===== src/rtl/mc_cu.sv =====
// rtl/mc_cu.sv - multi-cycle RV32I control unit (fetch/decode/execute/mem/wb/trap)
module mc_cu #(
   parameter int TIMEOUT = 16,
   parameter bit TRAP_EN = 1'b1
) (
   input  logic       clk,
   input  logic       rst_n,
   input  logic [6:0] opcode,
   input  logic [2:0] funct3,
   input  logic       mem_ready,
   input  logic       branch_taken,
   output logic [2:0] state,
   output logic       ir_write,
   output logic       pc_write,
   output logic [1:0] pc_src,
   output logic       mem_req,
   output logic       mem_is_fetch,
   output logic [2:0] mem_read,
   output logic [1:0] mem_write,
   output logic [1:0] mem_out_sel,
   output logic [1:0] alu_op,
   output logic       alu_src,
   output logic       reg_write,
   output logic       illegal_instr,
   output logic       bus_err,
   output logic       instr_retired
);

   typedef enum logic [2:0] {
      S_FETCH   = 3'd0,
      S_DECODE  = 3'd1,
      S_EXECUTE = 3'd2,
      S_MEM     = 3'd3,
      S_WB      = 3'd4,
      S_TRAP    = 3'd5
   } state_t;

   localparam logic [6:0] OP_LUI    = 7'b0110111;
   localparam logic [6:0] OP_AUIPC  = 7'b0010111;
   localparam logic [6:0] OP_JAL    = 7'b1101111;
   localparam logic [6:0] OP_JALR   = 7'b1100111;
   localparam logic [6:0] OP_OPIMM  = 7'b0010011;
   localparam logic [6:0] OP_OP     = 7'b0110011;
   localparam logic [6:0] OP_LOAD   = 7'b0000011;
   localparam logic [6:0] OP_STORE  = 7'b0100011;
   localparam logic [6:0] OP_BRANCH = 7'b1100011;
   localparam logic [7:0] TIMEOUT_C = 8'(TIMEOUT);

   state_t     state_q, state_d;
   logic [7:0] wait_cnt;
   logic       cause_ill_q, cause_ill_d, cause_bus_q, cause_bus_d;

   logic       legal, is_load, is_store, is_branch, timeout, exe_ctl;
   logic [2:0] load_rd;
   logic [1:0] store_wr, alu_op_dec, osel_dec;
   logic       alu_src_dec;

   logic       ir_write_c, pc_write_c, mem_req_c, mem_is_fetch_c, reg_write_c;
   logic       ill_c, berr_c;
   logic [1:0] pc_src_c, mem_write_c;
   logic [2:0] mem_read_c;

   assign is_load   = (opcode == OP_LOAD);
   assign is_store  = (opcode == OP_STORE);
   assign is_branch = (opcode == OP_BRANCH);
   assign timeout   = TRAP_EN && !mem_ready && (wait_cnt == TIMEOUT_C);

   always_comb begin
      legal       = 1'b0;
      alu_op_dec  = 2'b00;
      alu_src_dec = 1'b1;
      osel_dec    = 2'b01;
      case (opcode)
         OP_LUI:    legal = 1'b1;
         OP_AUIPC:  begin legal = 1'b1; alu_op_dec = 2'b10; osel_dec = 2'b10; end
         OP_JAL:    begin legal = 1'b1; osel_dec = 2'b11; end
         OP_JALR:   begin legal = (funct3 == 3'b000); alu_op_dec = 2'b10; osel_dec = 2'b11; end
         OP_OPIMM:  begin legal = 1'b1; alu_op_dec = 2'b11; end
         OP_OP:     begin legal = 1'b1; alu_op_dec = 2'b11; alu_src_dec = 1'b0; end
         OP_LOAD:   begin
            legal = funct3 inside {3'b000, 3'b001, 3'b010, 3'b100, 3'b101};
            alu_op_dec = 2'b10;
            osel_dec   = 2'b00;
         end
         OP_STORE:  begin legal = funct3 inside {3'b000, 3'b001, 3'b010}; alu_op_dec = 2'b10; end
         OP_BRANCH: begin
            legal = !(funct3 inside {3'b010, 3'b011});
            alu_op_dec  = 2'b01;
            alu_src_dec = 1'b0;
         end
         default:   legal = 1'b0;
      endcase
   end

   always_comb begin
      case (funct3)
         3'b000:  load_rd = 3'b100;
         3'b001:  load_rd = 3'b010;
         3'b010:  load_rd = 3'b001;
         3'b100:  load_rd = 3'b101;
         3'b101:  load_rd = 3'b011;
         default: load_rd = 3'b000;
      endcase
      case (funct3)
         3'b000:  store_wr = 2'b11;
         3'b001:  store_wr = 2'b10;
         3'b010:  store_wr = 2'b01;
         default: store_wr = 2'b00;
      endcase
   end

   always_comb begin
      state_d        = state_q;
      cause_ill_d    = 1'b0;
      cause_bus_d    = 1'b0;
      ir_write_c     = 1'b0;
      pc_write_c     = 1'b0;
      pc_src_c       = 2'b00;
      mem_req_c      = 1'b0;
      mem_is_fetch_c = 1'b0;
      mem_read_c     = 3'b000;
      mem_write_c    = 2'b00;
      reg_write_c    = 1'b0;
      ill_c          = 1'b0;
      berr_c         = 1'b0;
      exe_ctl        = 1'b0;
      case (state_q)
         S_FETCH: begin
            mem_req_c      = 1'b1;
            mem_is_fetch_c = 1'b1;
            if (mem_ready) begin
               ir_write_c = 1'b1;
               state_d    = S_DECODE;
            end else if (timeout) begin
               state_d     = S_TRAP;
               cause_bus_d = 1'b1;
            end
         end
         S_DECODE: begin
            if (legal) begin
               state_d = S_EXECUTE;
            end else if (TRAP_EN) begin
               state_d     = S_TRAP;
               cause_ill_d = 1'b1;
            end else begin
               pc_write_c = 1'b1;
               state_d    = S_FETCH;
            end
         end
         S_EXECUTE: begin
            exe_ctl = 1'b1;
            if (is_branch) begin
               pc_write_c = 1'b1;
               pc_src_c   = branch_taken ? 2'b01 : 2'b00;
               state_d    = S_FETCH;
            end else if (is_load || is_store) begin
               state_d = S_MEM;
            end else begin
               state_d = S_WB;
            end
         end
         S_MEM: begin
            exe_ctl     = 1'b1;
            mem_req_c   = 1'b1;
            mem_read_c  = is_load  ? load_rd  : 3'b000;
            mem_write_c = is_store ? store_wr : 2'b00;
            if (mem_ready) begin
               if (is_store) begin
                  pc_write_c = 1'b1;
                  state_d    = S_FETCH;
               end else begin
                  state_d = S_WB;
               end
            end else if (timeout) begin
               state_d     = S_TRAP;
               cause_bus_d = 1'b1;
            end
         end
         S_WB: begin
            exe_ctl     = 1'b1;
            reg_write_c = 1'b1;
            pc_write_c  = 1'b1;
            pc_src_c    = (opcode == OP_JAL) ? 2'b01 : (opcode == OP_JALR) ? 2'b10 : 2'b00;
            state_d     = S_FETCH;
         end
         S_TRAP: begin
            pc_write_c = 1'b1;
            pc_src_c   = 2'b11;
            ill_c      = cause_ill_q;
            berr_c     = cause_bus_q;
            state_d    = S_FETCH;
         end
         default: state_d = S_TRAP;
      endcase
   end

   always_ff @(posedge clk) begin
      if (!rst_n) begin
         state_q     <= S_FETCH;
         wait_cnt    <= 8'd0;
         cause_ill_q <= 1'b0;
         cause_bus_q <= 1'b0;
      end else begin
         state_q     <= state_d;
         cause_ill_q <= cause_ill_d;
         cause_bus_q <= cause_bus_d;
         // Counter restarts each time a new handshake phase begins.
         if ((state_d == S_FETCH || state_d == S_MEM) && state_d != state_q)
            wait_cnt <= 8'd0;
         else if (mem_req_c && !mem_ready && wait_cnt != 8'hff)
            wait_cnt <= wait_cnt + 8'd1;
      end
   end

   // Every output is forced low while reset is held, whatever the registered state.
   assign state         = rst_n ? state_q : 3'd0;
   assign ir_write      = rst_n & ir_write_c;
   assign pc_write      = rst_n & pc_write_c;
   assign pc_src        = rst_n ? pc_src_c : 2'b00;
   assign mem_req       = rst_n & mem_req_c;
   assign mem_is_fetch  = rst_n & mem_is_fetch_c;
   assign mem_read      = rst_n ? mem_read_c : 3'b000;
   assign mem_write     = rst_n ? mem_write_c : 2'b00;
   assign mem_out_sel   = (rst_n && exe_ctl) ? osel_dec : 2'b00;
   assign alu_op        = (rst_n && exe_ctl) ? alu_op_dec : 2'b00;
   assign alu_src       = rst_n & exe_ctl & alu_src_dec;
   assign reg_write     = rst_n & reg_write_c;
   assign illegal_instr = rst_n & ill_c;
   assign bus_err       = rst_n & berr_c;
   assign instr_retired = rst_n & pc_write_c & (state_q != S_TRAP);

endmodule


===== config.mk =====
export PLATFORM = sky130hd
export DESIGN_NAME = mc_cu
export DESIGN_NICKNAME = d
export VERILOG_FILES = /design/src/rtl/mc_cu.sv
export SDC_FILE = /design/constraint.sdc
export NUM_CORES = 1
export LEC_CHECK = 0
export CAP_MARGIN = 0
export CELL_PAD_IN_SITES_DETAIL_PLACEMENT = 2
export CELL_PAD_IN_SITES_GLOBAL_PLACEMENT = 2
export CORE_MARGIN = 2
export CORE_UTILIZATION = 37
export DETAILED_ROUTE_END_ITERATION = 10
export DONT_BUFFER_PORTS = 1
export GPL_TIMING_DRIVEN = 0
export PLACE_DENSITY_LB_ADDON = 0.1
export SLEW_MARGIN = 20
export SYNTH_ARGS = -nofsm -noshare
export SYNTH_HDL_FRONTEND = slang
export SYNTH_SLANG_ARGS = --single-unit

===== constraint.sdc =====
create_clock -name clk -period 3.9 [get_ports clk]
set_input_delay 1.17 -clock clk [delete_from_list [all_inputs] [get_ports clk]]
set_output_delay 1.17 -clock clk [all_outputs]
set_load 0.01 [all_outputs]

# Word-level counts from Yosys, hierarchy flattened

Cells that the tools add are included.

Register bits after elaboration: 13
Logic and storage cells: 110

Add/sub/neg operators: 1
Equality and inequality tests: 24
Mux-type cells: 43
Bitwise operators: 12
Reductions and logical operators: 26

Operators with widths:

| kind                                                                  | count |
|---|---|
| 3-bit two-way mux                                                     | 11 |
| 3-bit case mux with 5 select lines                                    | 2 |
| 2-bit case mux with 3 select lines                                    | 4 |
| 7-bit by 6-bit equality test with 1-bit output, second input constant | 3 |
| 7-bit equality test, second input constant                            | 3 |
| 1-bit two-way mux                                                     | 16 |
| 2-bit two-way mux                                                     | 8 |
| 3-bit by 2-bit equality test with 1-bit output, second input constant | 5 |
| 7-bit by 5-bit equality test with 1-bit output, second input constant | 2 |
| 3-bit equality test, second input constant                            | 4 |
| 2-bit OR reduction                                                    | 6 |
| 1-bit AND                                                             | 10 |
| 3-bit logical NOT                                                     | 3 |
| 8-bit by 1-bit adder with 8-bit output, second input constant         | 1 |
| 8-bit by 5-bit equality test with 1-bit output, second input constant | 1 |
| 8-bit inequality test, second input constant                          | 1 |
| 7-bit by 2-bit equality test with 1-bit output, second input constant | 1 |
| 3-bit by 1-bit equality test with 1-bit output, second input constant | 2 |
| 3-bit OR reduction                                                    | 2 |
| 1-bit logical AND                                                     | 5 |
| 1-bit case mux with 5 select lines                                    | 1 |
| 5-bit nonzero test                                                    | 1 |
| 5-bit OR reduction                                                    | 1 |
| 4-bit OR reduction                                                    | 1 |
| other kinds (9)                                                       | 12 |

# Logic depth before layout (Yosys ltp)

Depth after elaboration: 10
Gate-level depth with buffers: 8
Gate-level depth less buffers: 8

# Least setup slack after synthesis

No wires, ideal clock.

Path type: input to output
Start: input opcode[3]
End: output instr_retired
Arrival: 2.346 ns
Required time: 2.730 ns
Setup slack: 0.384 ns
Cell stages on the path: 6
Cells stage by stage: nor2_1 > nand3_1 > nor3_1 > a21oi_1 > nor3_1 > a21boi_1

Cells in the longest elaborated chain, start to end: 6
Elaborated cells on any way between the ends: 8

Ends and longest elaborated chain:

| element                                        | RTL line | source |
|---|---|---|
| start: declaration                             | 8        | `input logic [6:0] opcode,` |
| 7-bit by 6-bit equality test with 1-bit output | 64, 73   |  |
| 1-bit two-way mux                              | 168      | `if (is_store) begin` |
| 1-bit two-way mux                              | 167      | `if (mem_ready) begin` |
| 1-bit case mux with 3 select lines *           | 127      | `case (state_q)` |
| 1-bit AND *                                    | --       |  |
| net pc_write                                   | 14       | `output logic pc_write,` |
| 1-bit AND *                                    | 230      | `assign instr_retired = rst_n & pc_write_c & (state_q != S_TRAP);` |
| end: declaration                               | 26       | `output logic instr_retired` |

The timed path passes the listed nets; every way through them passes the cells marked *.

# Final worst setup path

Same ends and word-level chain as after synthesis.

==> qor.yml <==
run_status:
  outcome: "finished clean"
route:
  drtPass1Iterations: 4
  via_count: 1392
  routed_wl_um: 4330
  wire_per_inst_um: 18.9
  route.detailed.drc: 0
  ant_nets: 0
  vias_per_cell: 6.08
  first_iter_violations: 66
clocking:
  cts_made_buffers: 3
  cts_resized: 0
  clk_latency_ns: 0.27
  cts_tree: "built"
  htree_num_levels: 1
  clk_path_buf_depth: 2
  post_cts_buffers: 0
  clk_pin_slew_ns: 0.08
  cts-root-buf: "clkbuf_4"
  cts_sinks: 13
  cts_hold_buf: 0
global_routing:
  grt_pass1_wl_um: 7190
  grt-busiest-layer: "met2"
  grt_pass1_vias: 1474
  use_met3: 0.0158
  grt_use_total: 0.221
  grt_overflow: 0
  use_met1: 0.258
  grt_max_degree: 11
  grt_use_met2: 0.421
  antenna_found_initial: 0
sta:
  final-setup-viol-count: 0
  max_slew_margin: 0.602
  finalHoldViolations: 0
  fmax_ghz: 0.266
  tightest_slew_ns: 0.591
  fin_crit_ns: 3.76
  finalMaxSlewViolations: 0
  post-route-period-util: 0.963
  fin_skew_ns: 0.00102
  rsz0062_at_grt: "no"
  final.setup.tns_ns: 0
final_layout:
  regArea_um2: 260
  num_antenna_cells: 0
  multiInputGateArea_um2: 976
  layout-drive-gt1-share: 0.148
  final_util: 0.418
  areaGrowthSynthToFinish_pct: 6.29
  final_area_um2: 1420
  fillers: 410
  nets: 202
floorplanning:
  coreArea_um2: 3390
  ios: 37
  chipWidth_um: 64.0
  dieArea_um2: 4100
  std_cell_rows: 21
  start_util: 0.393
  chipHeight_um: 64.0
logic_synthesis:
  synth_area_um2: 1330
  yosys-top-cells-area: "dfxtp_1, a21oi_1, nor2_1"
  synth_cell_types: 50
  ys_async_sr_fraction: 0
  synth_top_flop_cell: "dfxtp_1"
  synth_top_area_frac: 0.195
  syn_inst: 179
  yosysTopAreaCell: "dfxtp_1"
  synthTopCellsByCount: "a21oi_1, nor2_1, nand2_1, dfxtp_1"
  syn_avg_cell_area_um2: 7.44
  synth.most_common_cell: "a21oi_1"
  ys.warnings.count: 0
  synth_edf_count: 0
  ys_seq_area_frac: 0.195
  syn-num-nets: 197
  ys_ff_latch: 13
critical_path:
  critPathSlowestCell: "nor3_1"
  worstPathArrival_ns: 2.59
  r2r-end: "wait_cnt[3]"
  path_class: "in2out"
  cp-start-kind: "primary input"
  cp_cell_sequence: "nor2_1 -> nand3_1 -> nor3_1 -> a21oi_1 -> nor3_1 -> a21boi_1"
  crit_path_end_kind: "output pin"
  critPathLaunch: "opcode[3]"
  crit_path_max_incr_delay_ns: 0.36
  worstPathRequired_ns: 2.73
  reg2reg_depth: 8
  cp_common_cell: "nor3_1"
  crit_path_max_fanout: 6
  cp-endpoint: "instr_retired"
  reg2reg_from: "wait_cnt[0]"
  r2r_slack_ns: 1.82
pwr:
  power_density_nw_per_um2: 234
  ir_drop_mv: 0.174
  p_leak_nw: 0.536
placed_design:
  placed_cell_area_um2: 1390
  io_buffers: 0
  dpl.hpwl_um: 3520
  gp_congestion: 0.880
job:
  maxCapViolations: 0
hold_path:
  hp-class: "reg2reg"
## worst min-delay path by stage
stage                 from          end  slack (ns)  cells past startpoint
2_1_floorplan  wait_cnt[5]  wait_cnt[5]        0.51                      2
3_3_place_gp   wait_cnt[5]  wait_cnt[5]        0.54                      2
3_5_place_dp   wait_cnt[5]  wait_cnt[5]        0.58                      2
4_1_cts        wait_cnt[5]  wait_cnt[5]        0.59                      2
5_1_grt        wait_cnt[5]  wait_cnt[5]        0.63                      2
6_report       wait_cnt[6]  wait_cnt[6]        0.58                      2
## report_power, final
group          internal (mW)  switching (mW)
combinational         0.0346          0.0662
clock                 0.0396          0.0433
sequential             0.139         0.00820
## logic make-up after synthesis
| group | synth area share |
|---|---|
| and+or+nand+nor | 0.353 |
| AOI/OAI and AO/OA | 0.281 |
| buffers and inverters | 0.0723 |
| DFF | 0.195 |
| xor gates and xnor gates | 0.0460 |
| adders and majority gates | 0.0376 |
| muxes | 0.0150 |
## through the flow
stage          power, mW  worst slack (ns)  hold slack (ns)  instances
2_1_floorplan      0.227             0.384            0.514        179
3_3_place_gp       0.248             0.172            0.536        225
3_5_place_dp       0.252             0.134            0.580        225
4_1_cts            0.339             0.123            0.593        229
5_1_grt            0.356            0.0550            0.629        229
6_report           0.331             0.144            0.584        229
## sequential cells by signal (all words and copies together) (netlist names)
name	cells
state_q	3
cause_bus_q	1
wait_cnt	8
cause_ill_q	1
## critical path, delay by kind of cell
kind            cells  cell delay [ns]
compound gates      2             0.42
simple gates        4             1.00
## per-layer routing
metal | vias up | routed length, um
li1 | 661 | -
met1 | 694 | 1810
met2 | 31 | 2330
met3 | 6 | 134
met4 | 0 | 57
met5 | - | 0
## cell usage in the layout, fill, tap and decap left out, types with 2 or more instances in the layout
cell type	count
and3_1	8
o31ai_4	2
buf_4	3
nor3_1	9
buf_2	4
nor4_1	5
nand2_1	15
a21oi_1	18
inv_2	4
mux2i_1	2
clkbuf_4	3
or3_1	3
nand2b_1	3
inv_1	7
a211oi_1	3
xor2_1	6
and2_1	2
dfxtp_1	13
nor2b_1	3
nor2_1	17
o21ai_0	6
nand3_1	9
nand4_1	5
ha_1	4
clkbuf_1	3
## cell type report
cell class	instances	area share
buffer	9	0.0353
tap	46	0.0406
multi-input combinational	145	0.689
clock buffer	4	0.0186
inverter	12	0.0327
sequential	13	0.184
Note: power is estimated with default switching activity, not from simulation.
==> RTL change, RTL diff (same settings) <==
Register the outputs `bus_err` and `instr_retired`, cleared by the reset; this adds one clock of latency there. The other outputs are not delayed to match.
--- a/src/rtl/mc_cu.sv
+++ b/src/rtl/mc_cu.sv
@@ -228,4 +228,11 @@
    assign illegal_instr = rst_n & ill_c;
-   assign bus_err       = rst_n & berr_c;
-   assign instr_retired = rst_n & pc_write_c & (state_q != S_TRAP);
+   always_ff @(posedge clk) begin
+      if (!rst_n) begin
+         bus_err       <= '0;
+         instr_retired <= '0;
+      end else begin
+         bus_err       <= rst_n & berr_c;
+         instr_retired <= rst_n & pc_write_c & (state_q != S_TRAP);
+      end
+   end
 
Formal check against the unedited RTL: not equivalent (Yosys sat finds a counterexample within 4 cycles, from zero or initial values and one cycle with rst_n low).
==> RTL change against the original RTL <==
- die area is 4.1% higher
- total power is 30% higher
- sequential cell count is 2 higher
- cell count is 4.4% lower
- count of clock-buffer cells in the layout stayed put
- wire length is 1.3% lower
- clock power is 50% higher
- largest power group unchanged
- cell area is 6.6% higher
- register-to-register slack worse by 0.44 ns
- largest cell class unchanged
- global-route usage is 0.55 points lower
- combinational power is 26% higher
- via count is 6.5% lower
- highest routed layer unchanged
- setup slack worse by 0.030 ns
- area after synthesis is 4.3% higher
==> RTL change: results (changes against the original RTL) <==
status:
  outcome: "completed"
layout:
  layout-drive-gt1-share_pct: 15.79  # +1.0 points
  multi_input_area_um2: 955.9  # -2.1%
  nNonClkBuffers: 8  # -1
  buf_share_pct: 7.374  # +3.8 points
  comb.multi_input.count: 134  # -7.6%
worst_hold_path:
  holdPathEnd: "bus_err"
global_routing:
  grt_pass1_wl_um: 7107  # -1.1%
  track_usage_pct: 21.56  # -0.55 points
  grt_pass1_vias: 1347  # -8.6%
place:
  dp_slack_ns: -0.1623  # -0.2962 ns
  hpwl_um: 3260  # -7.4%
sta:
  finClkSkew_ns: 0.0005964  # -0.0004261 ns
  fin_ws_ns: 0.1140  # -0.02999 ns
  slew_headroom_pct: 53.46  # -6.7 points
pwr:
  seq-power_mw: 0.178  # +21%
  power_leakage_nw: 0.5549  # +3.5%
  p_per_area_mw_per_mm2: 284.6  # +22%
  p_clk_mw: 0.124  # +50%
  swShare_pct: 32.53  # -3.0 points
setup_path:
  arrival_ns: 2.62  # +0.03 ns
  rr_endpoint: "wait_cnt[7]"
  worst-path-max-fanout: 9  # +3
  max_stage_delay_ns: 0.51  # +0.15 ns
  cp-startpoint: "rst_n"
synth:
  synthTopCellsByCount: "15 x a21oi_1, 15 x dfxtp_1, 13 x nor3_1, 12 x nor2_1, 9 x inv_1"
  ys_types: 58  # +16%
  synth_compound_gate_area_share_pct: 22.77  # -5.3 points
  syn_nets: 185  # -6.1%
  synth-xor-area-share_pct: 6.931  # +2.3 points
  synth.area.top_cells: "dfxtp_1 22%, a21oi_1 5.4%, nor3_1 4.7%"
clocking:
  cts-root-buf: "clkbuf_8"
  cts_num_sinks: 15  # +2
  clk_pin_slew_worst_paths_ns: 0.06  # -0.02 ns
route:
  via_per_inst: 5.945  # -2.2%
==> RTL change: changes by cell type in the layout (fill, tap and decap cells not counted), sizes merged, moves of 3 or more <==
cell,unedited run,this run
a21oi,18,15
xnor2,1,4
nor3,10,13
nand2,15,6
nor2,18,12
==> RTL change: per-layer routing <==
metal / share of wire, % / global-route usage [%] / routed length (µm) / vias up
met1: 47 / 28.74 / 2000 / 650
met5: 0 / 0 / 0 / -
li1: - / - / - / 623
met4: 0.19 / 2.344 / 8 / 0
met2: 49 / 37.50 / 2107 / 27
met3: 3.7 / 3.767 / 157 / 2
==> RTL change: through the flow <==
| step | utilization [%] | hold slack [ns] | cells |
|---|---|---|---|
| floorplan | - | 0.4290 | 167 |
| global placement | 39.91 | 0.4360 | 215 |
| detailed placement | 39.91 | 0.4425 | 215 |
| CTS | 41.22 | 0.4575 | 219 |
| global route | 41.56 | 0.4880 | 219 |
| finish | 41.56 | 0.4499 | 219 |
